### config.mk
export PLATFORM = sky130hd
export DESIGN_NAME = cnu_minsum_serial
export DESIGN_NICKNAME = d
export VERILOG_FILES = /design/src/rtl/cnu_minsum_serial_pkg.sv /design/src/rtl/cnu_minsum_serial_sm_convert_sat.sv /design/src/rtl/cnu_minsum_serial.sv
export SDC_FILE = /design/constraint.sdc
export NUM_CORES = 1
export LEC_CHECK = 0
export ABC_AREA = 1
export BUFFER_PORTS_ARGS = -buffer_cell sky130_fd_sc_hd__buf_2
export CAP_MARGIN = 20
export CORE_ASPECT_RATIO = 1.25
export CORE_MARGIN = 3
export CORE_UTILIZATION = 30
export DETAILED_ROUTE_END_ITERATION = 16
export GPL_TIMING_DRIVEN = 0
export PLACE_DENSITY = 0.49
export RECOVER_POWER = 50
export REMOVE_ABC_BUFFERS = 1
export SYNTH_ARGS = -nofsm -noshare
export SYNTH_HDL_FRONTEND = slang
export SYNTH_SLANG_ARGS = --single-unit
### constraint.sdc
create_clock -name clk -period 3.4 [get_ports clk]
set_input_delay 0.17 -clock clk [delete_from_list [all_inputs] [get_ports clk]]
set_output_delay 0.17 -clock clk [all_outputs]
set_load 0.1 [all_outputs]
### src/rtl/cnu_minsum_serial_pkg.sv
// Shared constants and types for the serial min-sum check-node unit and
// the check-to-variable message generator that consumes its results.
package cnu_minsum_serial_pkg;

    localparam int W    = 10;          // message width, two's complement
    localparam int DC   = 6;           // check-node degree (messages per row)
    localparam int IDXW = 3;           // edge index width, ceil(log2(DC))
    localparam int MW   = W - 1;       // magnitude width

    // Largest representable magnitude; -2^(W-1) is clamped to this.
    localparam logic [MW-1:0] MAG_MAX = {MW{1'b1}};

    typedef enum logic {
        ACCUM = 1'b0,
        HOLD  = 1'b1
    } state_t;

endpackage

### src/rtl/cnu_minsum_serial_sm_convert_sat.sv
// Two's-complement to sign/magnitude conversion. The single value with no
// positive counterpart, -2^(W-1), is clamped to the largest magnitude so the
// magnitude always fits in W-1 bits. Purely combinational.
module sm_convert_sat #(
    parameter int W = 10
) (
    input  logic signed [W-1:0] i_msg,
    output logic                o_sign,
    output logic        [W-2:0] o_mag
);

    logic signed [W-1:0] w_neg;
    logic                w_is_min;

    assign w_neg    = -i_msg;
    assign w_is_min = (i_msg == {1'b1, {(W-1){1'b0}}});
    assign o_sign   = i_msg[W-1];

    // Select magnitude: negate negatives, clamp the most-negative code.
    always_comb begin
        o_mag = i_msg[W-2:0];
        if (w_is_min) begin
            o_mag = {(W-1){1'b1}};
        end else if (i_msg[W-1]) begin
            o_mag = w_neg[W-2:0];
        end
    end

endmodule

### src/rtl/cnu_minsum_serial.sv
// Serial min-sum check-node unit. Accepts one variable-to-check message per
// transfer over a row of DC messages, tracks the two smallest magnitudes, the
// index of the smallest and the per-edge signs, then holds the row result
// under a valid/ready handshake until the downstream generator takes it.
module cnu_minsum_serial
    import cnu_minsum_serial_pkg::*;
(
    input  logic            clk,
    input  logic            rst,
    input  logic            in_valid,
    output logic            in_ready,
    input  logic [W-1:0]    in_msg,
    output logic            out_valid,
    input  logic            out_ready,
    output logic [MW-1:0]   min1,
    output logic [MW-1:0]   min2,
    output logic [IDXW-1:0] min1_idx,
    output logic [DC-1:0]   sign_vec,
    output logic            sign_all
);

    state_t          r_state;
    logic [IDXW-1:0] r_cnt;

    // Running row state; only meaningful between transfers of the same row.
    logic [MW-1:0]   r_r1;
    logic [MW-1:0]   r_r2;
    logic [IDXW-1:0] r_ridx;
    logic [DC-1:0]   r_sv;

    // Held row result.
    logic [MW-1:0]   r_min1;
    logic [MW-1:0]   r_min2;
    logic [IDXW-1:0] r_min1_idx;
    logic [DC-1:0]   r_sign_vec;
    logic            r_sign_all;

    logic            w_xfer;
    logic            w_last;
    logic            w_first;
    logic            w_sign;
    logic [MW-1:0]   w_mag;
    logic [MW-1:0]   w_r1_eff;
    logic [MW-1:0]   w_r2_eff;
    logic [IDXW-1:0] w_ridx_eff;
    logic [MW-1:0]   w_n1;
    logic [MW-1:0]   w_n2;
    logic [IDXW-1:0] w_nidx;
    logic [DC-1:0]   w_sv_next;

    sm_convert_sat #(
        .W (W)
    ) u_conv (
        .i_msg  (in_msg),
        .o_sign (w_sign),
        .o_mag  (w_mag)
    );

    assign in_ready  = (r_state == ACCUM);
    assign out_valid = (r_state == HOLD);
    assign w_xfer    = in_valid && (r_state == ACCUM);
    assign w_first   = (r_cnt == '0);
    assign w_last    = (r_cnt == IDXW'(DC - 1));

    // A new row starts from "infinite" mins so nothing from the previous row leaks in.
    assign w_r1_eff   = w_first ? MAG_MAX : r_r1;
    assign w_r2_eff   = w_first ? MAG_MAX : r_r2;
    assign w_ridx_eff = w_first ? '0 : r_ridx;

    // Running two-min update; a tie with min1 only refreshes min2, so the first occurrence keeps the index.
    always_comb begin
        w_n1   = w_r1_eff;
        w_n2   = w_r2_eff;
        w_nidx = w_ridx_eff;
        if (w_mag < w_r1_eff) begin
            w_n1   = w_mag;
            w_n2   = w_r1_eff;
            w_nidx = r_cnt;
        end else if (w_mag < w_r2_eff) begin
            w_n2   = w_mag;
        end
    end

    // Insert this message's sign at its edge position.
    always_comb begin
        w_sv_next = r_sv;
        for (int i = 0; i < DC; i++) begin
            if (r_cnt == IDXW'(i)) begin
                w_sv_next[i] = w_sign;
            end
        end
    end

    // Row sequencing: count transfers in ACCUM, park in HOLD until the result is taken.
    always_ff @(posedge clk or negedge rst) begin
        if (!rst) begin
            r_state <= ACCUM;
            r_cnt   <= '0;
        end else begin
            case (r_state)
                ACCUM: begin
                    if (w_xfer) begin
                        if (w_last) begin
                            r_cnt   <= '0;
                            r_state <= HOLD;
                        end else begin
                            r_cnt   <= r_cnt + 1'b1;
                        end
                    end
                end
                HOLD: begin
                    if (out_ready) begin
                        r_state <= ACCUM;
                    end
                end
                default: begin
                    r_state <= ACCUM;
                    r_cnt   <= '0;
                end
            endcase
        end
    end

    // Running mins and signs advance on every accepted message.
    always_ff @(posedge clk) begin
        if (w_xfer) begin
            r_r1   <= w_n1;
            r_r2   <= w_n2;
            r_ridx <= w_nidx;
            r_sv   <= w_sv_next;
        end
    end

    // Capture the completed row into the held result on the last transfer.
    always_ff @(posedge clk or negedge rst) begin
        if (!rst) begin
            r_min1     <= '0;
            r_min2     <= '0;
            r_min1_idx <= '0;
            r_sign_vec <= '0;
            r_sign_all <= 1'b0;
        end else if (w_xfer && w_last) begin
            r_min1     <= w_n1;
            r_min2     <= w_n2;
            r_min1_idx <= w_nidx;
            r_sign_vec <= w_sv_next;
            r_sign_all <= ^w_sv_next;
        end
    end

    assign min1     = r_min1;
    assign min2     = r_min2;
    assign min1_idx = r_min1_idx;
    assign sign_vec = r_sign_vec;
    assign sign_all = r_sign_all;

endmodule

Yosys cells after proc, flatten, opt, wreduce, memory -nomap -nowiden
Cells that the tools add are included.
W data, S select, Z words.

cells by class
  add/sub/neg operators = 2
  multiply operators = 0
  div/mod/pow operators = 0
  order comparisons = 2
  equal/unequal tests = 6
  shifts and indexed selects = 0
  muxes and demuxes = 20
  bitwise gates (word level) = 1
  reductions and logical operators = 5

operators with widths
  kind                    count
  $mux W9                 7
  $lt A9 B9 Y1            2
  $eq A10 B10 Y1 const B  1
  $mux W1                 9
  $mux W3                 3
  $neg A9 Y9              1
  $eq A3 B2 Y1 const B    2
  $eq A3 B3 Y1 const B    2
  $reduce_xor A6 Y1       1
  $add A3 B1 Y3 const B   1
  $eq A3 B1 Y1 const B    1
  $logic_not A3 Y1        1
  $logic_and A1 B1 Y1     2
  $pmux W1 S2             1
  $reduce_and A2 Y1       1
  $not A1 Y1              1

storage, ports and cells
  register bits after elaboration = 59
  bits in latches = 0
  RAM bits = 0
  bits in read-only memories = 0
  bits of input ports = 14
  memories kept = 0

Longest topological paths before layout
  depth after elaboration = 6
  gate-level depth with buffers = 21
  gate-level depth less buffers = 20

Cells and area by module
From an unflattened synthesis, not the netlist that was laid out.

second synthesis, totals
  cells, all modules = 425
  area total of the unflattened synthesis = 3505.9 µm²

by module, submodules not included
  module             times used  cells an instance  area an instance (µm²)  sequential area each (µm²)
  cnu_minsum_serial  1           377                3228.1                  1611.5
  sm_convert_sat     1           48                 277.8                   0.0

Worst setup path after synthesis
OpenSTA, ideal clock, no wires.

  kind = flip-flop to flip-flop
  from = register r_state (netlist: out_valid)
  to = register r_r1[0], enable pin
  setup time = 383 ps
  arrival = 2438 ps
  slack = 579 ps
  cell stages (with the launch flop) = 4
  path buffers = 0
  cell sequence = dfrtp_1 -> inv_1 -> nand2_1 -> inv_1

on the way
  word-level cells in the longest chain between the ends = 2

RTL lines
  element                 line                      source
  start, declared         cnu_minsum_serial.sv:22   state_t r_state;
  start signal, assigned  cnu_minsum_serial.sv:97   r_state <= ACCUM;
  start signal, assigned  cnu_minsum_serial.sv:105  r_state <= HOLD;
  start signal, assigned  cnu_minsum_serial.sv:113  r_state <= ACCUM;
  $not A1 Y1              n/a
  via in_ready            cnu_minsum_serial.sv:11   output logic in_ready,
  $logic_and A1 B1 Y1     cnu_minsum_serial.sv:61   assign w_xfer = in_valid && (r_state == ACCUM);
  via w_xfer              cnu_minsum_serial.sv:38   logic w_xfer;
  end signal, assigned    cnu_minsum_serial.sv:127  r_r1 <= w_n1;
  end, declared           cnu_minsum_serial.sv:26   logic [MW-1:0] r_r1;

The timed path passes the listed nets, and every way through them passes these cells.
A chain may end at the register's enable or synchronous reset.

Final worst setup path
  from = register r_cnt[0]
  to = register r_r2[4], data pin

on the way
  word-level cells in the longest chain between the ends = 5
  elaborated cells on any way between the ends = 7
  those cells by class = order compare (2); mux (4); reduce/logical (1)

RTL lines
  element                 line                      source
  start, declared         cnu_minsum_serial.sv:23   logic [IDXW-1:0] r_cnt;
  start signal, assigned  cnu_minsum_serial.sv:107  r_cnt <= r_cnt + 1'b1;
  $logic_not A3 Y1 *      cnu_minsum_serial.sv:62   assign w_first = (r_cnt == '0);
  $mux W9                 cnu_minsum_serial.sv:67   assign w_r2_eff = w_first ? MAG_MAX : r_r2;
  $lt A9 B9 Y1            cnu_minsum_serial.sv:79   end else if (w_mag < w_r2_eff) begin
  $mux W9                 cnu_minsum_serial.sv:79
  $mux W9 *               cnu_minsum_serial.sv:75   if (w_mag < w_r1_eff) begin
  via w_n2[4]             cnu_minsum_serial.sv:47   logic [MW-1:0] w_n2;
  end signal, assigned    cnu_minsum_serial.sv:128  r_r2 <= w_n2;
  end, declared           cnu_minsum_serial.sv:27   logic [MW-1:0] r_r2;

Mark *: on every way through the listed nets, which the timed path passes. The rest lies on a longest branch.

==> flow_metrics.tcl <==
set metrics [dict create \
    clkTransAtPathRegs_ns 0.05 \
    yosys.area.top_type "edfxtp_1" \
    ys_types 31 \
    worstRegToRegCells 14 \
    path_max_fanout 40 \
    synth_top_family_by_area "simple AND/OR/NAND/NOR gates" \
    min_path_type "in -> reg" \
    finalSetupViolCount 0 \
    core-area_um2 11200 \
    grtUsageMet2_pct 22.8 \
    synth_common_cells "137 x nand2_1, 51 x nand3_1, 38 x inv_1" \
    portBuffers 43 \
    worstSetupPathType "reg -> reg" \
    min_period_ns 3.13 \
    critPathLaunch "r_cnt[0]" \
    cp-end-kind "flop" \
    num_io_pins 44 \
    grtUsageMet3_pct 3.71 \
    min_path_cells 2 \
    rows 43 \
    tritoncts "done" \
    synth.mux.area_fraction_pct 0 \
    route.vias.total 2908 \
    finalWirelength_um 8590 \
    endpoint "r_r2[4]" \
    fin_tns_setup_ns 0 \
    synth_area_um2 3470 \
    crit_path_cell_trace "nor2_1 > nand2_4 > clkinv_4 > nor2_1 > ha_1 > nand2_1 > inv_1 > o21ai_0 > a21oi_1 > nor2_1 > nand2_4 > inv_2 > nand2_1 > and2_1" \
    synthCells 420 \
    max_stage_delay_ns 0.43 \
    grt_max_degree 41 \
    multiInputGateArea_um2 1600 \
    synth_most_common_cell "nand2_1" \
    cts-root-buf "clkbuf_16" \
    antenna_found_initial 0 \
    grt_use_total_pct 14.5 \
    rrSetupSlack_ns 0.27 \
    start_util_pct 31.0 \
    synth_top_area_share_pct 23.4 \
    layout.cells.non_filler 605 \
    crit_path_start_kind "flop" \
    grt_pass1_wl_um 14600 \
    rsz0062_at_grt "false" \
    synth-simple-area-share_pct 29.9 \
    clock_latency_ns 0.33 \
    dp.cells 588 \
    drt_drc_violations_left 0 \
    r2r-end "r_r2[4]" \
    hpwl_um 6020 \
    crit_path_frequent_cell "nor2_1" \
    synth-xor-area-share_pct 0.758 \
    final.fill_count 1187 \
    cp.required_ns 3.48 \
    cts.sinks 59 \
    async_flop_share_pct 54.2 \
    nets 497 \
    yosysWarningCount 0 \
    seqCellArea_um2 1610 \
    dr.pass1.iters 4 \
    relSlewSlack_pct -21.9 \
    synth-seq-area-share_pct 46.5 \
    synth-seq-cells 59 \
    grt_pass1_vias 2975 \
    synthAdderAreaFrac_pct 6.49 \
    h-tree-depth 3 \
    clock_skew_ns 0.00601 \
    violations "max-capacitance violations, max-slew violations" \
    cts_buffers 9 \
    slew_violations 33 \
    clock.fmax_ghz 0.320 \
    finalHoldViolCount 0 \
    synth-main-ff-cell "dfrtp_1" \
    die_h_um 126 \
    tightestPinTransition_ns 1.83 \
    areaGrowthSynthToFinish_pct 18.0 \
    maxCapViolations 1 \
    syn_area_per_cell_um2 8.26 \
    die_w_um 102 \
    gp_congestion 0.833 \
    fin_crit_sh_pct 92.0 \
    vias_per_cell 4.81 \
    ant_nets 0 \
    drtIter0Drc 124 \
    slowest_stage "dfrtp_1" \
    timing.rr.start "r_cnt[0]" \
    synthTopCellsByArea "edfxtp_1 23%, dfrtp_1 23%, nand2_1 15%" \
    synth_edf_count 27 \
    grt_busiest_layer "met2" \
    wl_per_cell_um 14.2 \
    synth_compound_area_share_pct 9.31 \
    cts_resized 0 \
    grt_util_met1_pct 18.8 \
    layout-drive-gt1-share_pct 9.57 \
    arrival_ns 3.21 \
    die-area_um2 12900 \
    grt_overflow_total 0 \
    status "finished, violations left" \
    clock_path_buffers 2 \
    diodes 0 \
]
## routing by layer
| metal | wire, µm | vias to the layer above |
|---|---|---|
| li1 | - | 1475 |
| met1 | 3950 | 1356 |
| met2 | 4050 | 59 |
| met3 | 371 | 18 |
| met4 | 214 | 0 |
| met5 | 0 | - |
## critical path, delay by kind of cell, from the launching register on
family	cells	cell delay, ns
AO/OA/AOI/OAI	2	0.26
adder cells (fa/ha/maj)	1	0.29
buffers and inverters	3	0.53
flip-flops	1	0.43
AND/OR/NAND/NOR	8	1.34
## timing repair
item | CTS | global route
hold buffers | 1 | 0
endpoints found under the hold margin | 32 | 0
buffers inserted | 0 | 0
## cells in the final DEF (no fill, tap or decap), types with 2 or more instances in the layout
master	count
o21ai_0	20
buf_2	12
o21a_1	10
and2_1	8
nand3_1	51
clkbuf_16	9
ha_1	18
clkbuf_8	2
xor2_1	2
nor2_1	28
o211ai_1	9
nor2_2	3
a21oi_1	6
inv_2	4
edfxtp_1	27
dfrtp_1	32
nand2_4	4
buf_16	2
nand2_1	137
inv_1	38
clkbuf_1	34
## through the flow
step,instance area [µm²],util (%),hold slack [ns],setup WS (ns)
3_3_place_gp,3770,33.7,0.294,0.0298
5_1_grt,4090,36.6,0.0190,0.0262
3_5_place_dp,3830,34.2,0.302,-0.0351
6_report,4090,36.6,0.0158,0.273
2_1_floorplan,3390,-,-0.126,0.343
4_1_cts,4140,37.0,0.00507,0.240
## kinds of logic (layout without fill, tap and decap cells)
family | Yosys count | in the layout
AO/OA/AOI/OAI | 50 | 50
XOR/XNOR | 3 | 3
adder cells (fa/ha/maj) | 18 | 18
buffers and inverters | 55 | 105
flip-flops | 59 | 59
AND/OR/NAND/NOR | 235 | 235
## cell type report
| cell class | count | area share, % |
|---|---|---|
| flip-flops and latches | 59 | 39.4 |
| multi-input cells | 306 | 39.2 |
| clock buffers | 14 | 6.45 |
| repair buffers | 46 | 5.90 |
| well taps | 135 | 4.13 |
| inverters | 43 | 4.07 |
| clock inverters | 2 | 0.856 |
## registers in the layout (all words and copies together) (netlist names)
name,count
out_valid,1
min2,9
r_ridx,3
sign_all,1
r_sv,6
min1_idx,3
sign_vec,6
r_r2,9
r_r1,9
min1,9
r_cnt,3
## worst min-delay path by stage
stage | startpoint | endpoint
floorplan | rst | min1[0]
global placement | rst | min1_idx[2]
detailed placement | rst | min1_idx[2]
CTS | out_ready | out_valid
global route | out_ready | out_valid
finish | out_ready | out_valid
Power is left out: the tool's default activity adds up to more than one toggle a clock period on the data nets, which glitch-free logic cannot reach.
